--- config.mk ---
export PLATFORM = sky130hd
export DESIGN_NAME = register_file
export DESIGN_NICKNAME = d
export VERILOG_FILES = /design/src/rtl/register_file.sv
export SDC_FILE = /design/constraint.sdc
export NUM_CORES = 2
export LEC_CHECK = 0
export CAP_MARGIN = 20
export CORE_MARGIN = 2
export CORE_UTILIZATION = 40
export DETAILED_ROUTE_END_ITERATION = 7
export PLACE_DENSITY = 0.63
export SYNTH_ARGS = -nofsm -noshare
export SYNTH_HDL_FRONTEND = slang
export SYNTH_SLANG_ARGS = --single-unit
--- constraint.sdc ---
create_clock -name clk -period 4.1 [get_ports clk]
set_input_delay 0.615 -clock clk [delete_from_list [all_inputs] [get_ports clk]]
set_output_delay 0.615 -clock clk [all_outputs]
set_load 0.01 [all_outputs]
--- src/rtl/register_file.sv ---
// register_file: 32x32 MIPS register file, two async read ports, one negedge write port, r0 hardwired to zero
module register_file #(
    parameter int DATA_WIDTH = 32,
    parameter int ADDR_WIDTH = 5
) (
    input  logic                  clk,
    input  logic                  rst_n,
    input  logic [ADDR_WIDTH-1:0] rs,
    input  logic [ADDR_WIDTH-1:0] rt,
    input  logic [ADDR_WIDTH-1:0] rd,
    input  logic [DATA_WIDTH-1:0] in,
    input  logic                  write,
    output logic [DATA_WIDTH-1:0] A,
    output logic [DATA_WIDTH-1:0] B
);
    localparam int N = 2 ** ADDR_WIDTH;

    logic [DATA_WIDTH-1:0] regs [1:N-1];

    // falling-edge commit so first-half writes are visible in the second half; reset beats write
    always_ff @(negedge clk) begin
        if (!rst_n) begin
            for (int i = 1; i < N; i++) regs[i] <= '0;
        end else if (write && rd != '0) begin
            regs[rd] <= in;
        end
    end

    // purely combinational reads, r0 reads as zero
    always_comb begin
        A = (rs == '0) ? '0 : regs[rs];
        B = (rt == '0) ? '0 : regs[rt];
    end
endmodule

==> reports/qor.csv <==
stage;metric;value;unit
min_path;worstHoldPathType;in2out;
synthesis;synth-main-ff-cell;edfxtp_1;
power;ir_worst_vdd;377;uV
global_routing;grt_usage;29.3;%
floorplanning;ioPinCount;114;
status;outcome;finished, violations left;
timing;slew_violations;0;
final_layout;reg.largest.list;regs: 1024 flops;
floorplanning;initial_utilization;40.4;%
timing;whs;1.95;ns
synthesis;seq_area_frac_synth;56.0;%
timing;layout_setup_ws;-1.19;ns
cts;cts_root_buf;clkbuf_16;
min_path;min_from;rs[0];
routing;detail_route.wl_per_cell;29.1;um
worst_setup_path;cp.depth;6;
timing;worst_pin_slew;0.983;ns
placement;placed_cell_area;63100;um^2
worst_setup_path;cp.arrival;4.67;ns
global_routing;grt_first_pass_wirelength;297000;um
cts;hold_buffers;0;
worst_setup_path;cp_slowest_cell;mux4_2;
routing;dr.pass1.iters;6;
floorplanning;dieHeight;374;um
power;seq_power_share;39.7;%
cts;path_clk_slew;0.05;ns
power;p_comb_share;13.0;%
power;sw_frac_of_total;31.3;%
power;power_leakage;30.8;nW
synthesis;netlist_instances;3814;
power;powerDensity;431;nW/um^2
cts;cts-htree-levels;3;
min_path;min_delay_path_depth;4;
routing;wirelength;209000;um
worst_setup_path;cp_cell_sequence;mux4_2, mux2_4, a221oi_4, buf_6, a2111oi_4, buf_2;
timing;slew_headroom;34.4;%
cts;clock_tree.buffer_depth;3;
synthesis;yosys.area.top_type;edfxtp_1;
worst_setup_path;crit_type;reg2out;
final_layout;largest_reg_flops;1024;
worst_setup_path;worstSetupStartpointType;flip-flop;
worst_setup_path;critPathTopFamily;multiplexers;
routing;viasPerCell;5.97;
power;p_int;0.0216;W
placement;dpl_worst_slack;-1.19;ns
synthesis;synth.area.top_cells;edfxtp_1 56%, mux4_2 14%, and2_1 10%, mux2i_1 6.0%, clkbuf_1 2.1%;
global_routing;grt_pass1_vias;45000;
cts;cts_made_buffers;117;
worst_setup_path;critPathMaxStageDelay;0.48;ns
synthesis;synth_seq_cells;1024;
final_layout;nets;5336;
placement;dpl.hpwl;129000;um
final_layout;syn_to_final_growth;33.0;%
timing;rsz0062_at_grt;yes;
worst_setup_path;critPathCaptureType;output pin;
timing;setup_violations;65;
worst_setup_path;worstPathMaxFanout;2;
worst_setup_path;worstPathRequired;3.48;ns
routing;num_vias;42800;
cts;clock-sinks;1024;
floorplanning;die_w;374;um
routing;drtIter0Drc;5999;
final_layout;regMostFlops;regs;
floorplanning;rows;135;
worst_setup_path;crit_buf_inv;2;
final_layout;final_cell_mix;1050 x inv_1, 1024 x edfxtp_1, 898 x and2_1, 454 x buf_4, 349 x mux4_2;
synthesis;synth_edf_count;1024;
min_path;hold-path-endpoint;A[15];
final_layout;fin_area;73000;um^2
cts;cts_tree;yes;
power;power.switching;0.00985;W
routing;ant_nets;0;
timing;final_hold_viol_count;0;
global_routing;antenna_found_initial;10;
synthesis;synth_area;54900;um^2
global_routing;grt_max_degree;59;
synthesis;synth_top_area_share;56.0;%
placement;gp_congestion;0.917;
floorplanning;dieArea;140000;um^2
flow_run;cap_violations;0;
final_layout;final_layout_size_suffix_gt1_share;29.3;%
routing;drc;0;
status;violations;setup timing;
synthesis;ys_warn_count;0;
synthesis;synth-async-reset-ratio;0;%
synthesis;avgSynthCellArea;14.4;um^2
floorplanning;core_area;136000;um^2
power;clockPowerShare;47.3;%
timing;setup_tns;-63.03;ns
final_layout;final_common_cell;inv_1;
placement;portBuffers;113;
global_routing;grt-ovfl-total;0;
synthesis;synth.distinct_cells;43;
cell type report:
class | count | area [um^2]
diodes | 12 | 30.0
clock buffers | 120 | 3000
clock inverters | 1115 | 4750
fillers | 11100 | 62800
multi-input cells | 2406 | 25100
flip-flops and latches | 1024 | 30700
well taps | 1781 | 2230
repair buffers | 713 | 7160
worst max-delay path by stage:
| stage | from | to | slack, ns |
|---|---|---|---|
| 2_1_floorplan | rd[3] | regs[5][0]$_SDFFCE_NN0P_ | -0.22 |
| 3_3_place_gp | regs[26][31]$_SDFFCE_NN0P_ | A[31] | -1.37 |
| 3_5_place_dp | regs[25][31]$_SDFFCE_NN0P_ | B[31] | -1.19 |
| 4_1_cts | regs[29][12]$_SDFFCE_NN0P_ | B[12] | -1.23 |
| 5_1_grt | regs[29][12]$_SDFFCE_NN0P_ | B[12] | -1.25 |
| 6_report | regs[28][12]$_SDFFCE_NN0P_ | B[12] | -1.19 |
Yosys cell counts, types with 44 or more instances:
cell type and instances:
nor2b_1 64, a22oi_1 108, mux2i_1 328, and2_1 901
a211oi_1 84, mux4_2 349, clkbuf_1 304, and3_1 97
buf_2 51, edfxtp_1 1024, a21oi_1 55, mux2_2 48
a22o_1 44
power by group through the flow:
stage | Sequential, W | Combinational [W] | Clock [W]
floorplan | 0.0125 | 0.00192 | 0.00148
global placement | 0.0126 | 0.00366 | 0.00148
detailed placement | 0.0126 | 0.00368 | 0.00148
CTS | 0.0125 | 0.00394 | 0.0151
global route | 0.0125 | 0.00420 | 0.0163
finish | 0.0125 | 0.00408 | 0.0149
metal layers:
| metal | GRT usage, % | up-vias | part of all wire, % |
|---|---|---|---|
| met5 | 0 | - | 0.031 |
| met4 | 15.8 | 8 | 4.2 |
| met3 | 9.15 | 571 | 12 |
| met2 | 45.0 | 3071 | 46 |
| met1 | 37.1 | 21500 | 37 |
| li1 | - | 17700 | - |
what timing repair did:
item                       CTS  global route
setup endpoints to repair  398           188
resized for setup          603            56
pin swaps                  138            44
buffers inserted            31            10
gates cloned                 9             1
kinds of logic after synthesis:
group / count (synthesis) / share of synthesized area, %
AOI/OAI and AO/OA: 439 / 5.63
buffers and inverters: 423 / 3.62
DFF: 1024 / 56.0
muxes: 725 / 21.3
other: 1 / 0.00683
and+or+nand+nor: 1202 / 13.4
per-stage QoR:
| step | total power, W | utilization, % | cells |
|---|---|---|---|
| floorplan | 0.0159 | - | 3845 |
| global placement | 0.0177 | 46.4 | 5898 |
| detailed placement | 0.0178 | 46.4 | 5899 |
| CTS | 0.0316 | 53.4 | 7151 |
| global route | 0.0330 | 53.7 | 7163 |
| finish | 0.0315 | 53.8 | 7171 |
Note: power is estimated with default switching activity, not from simulation.
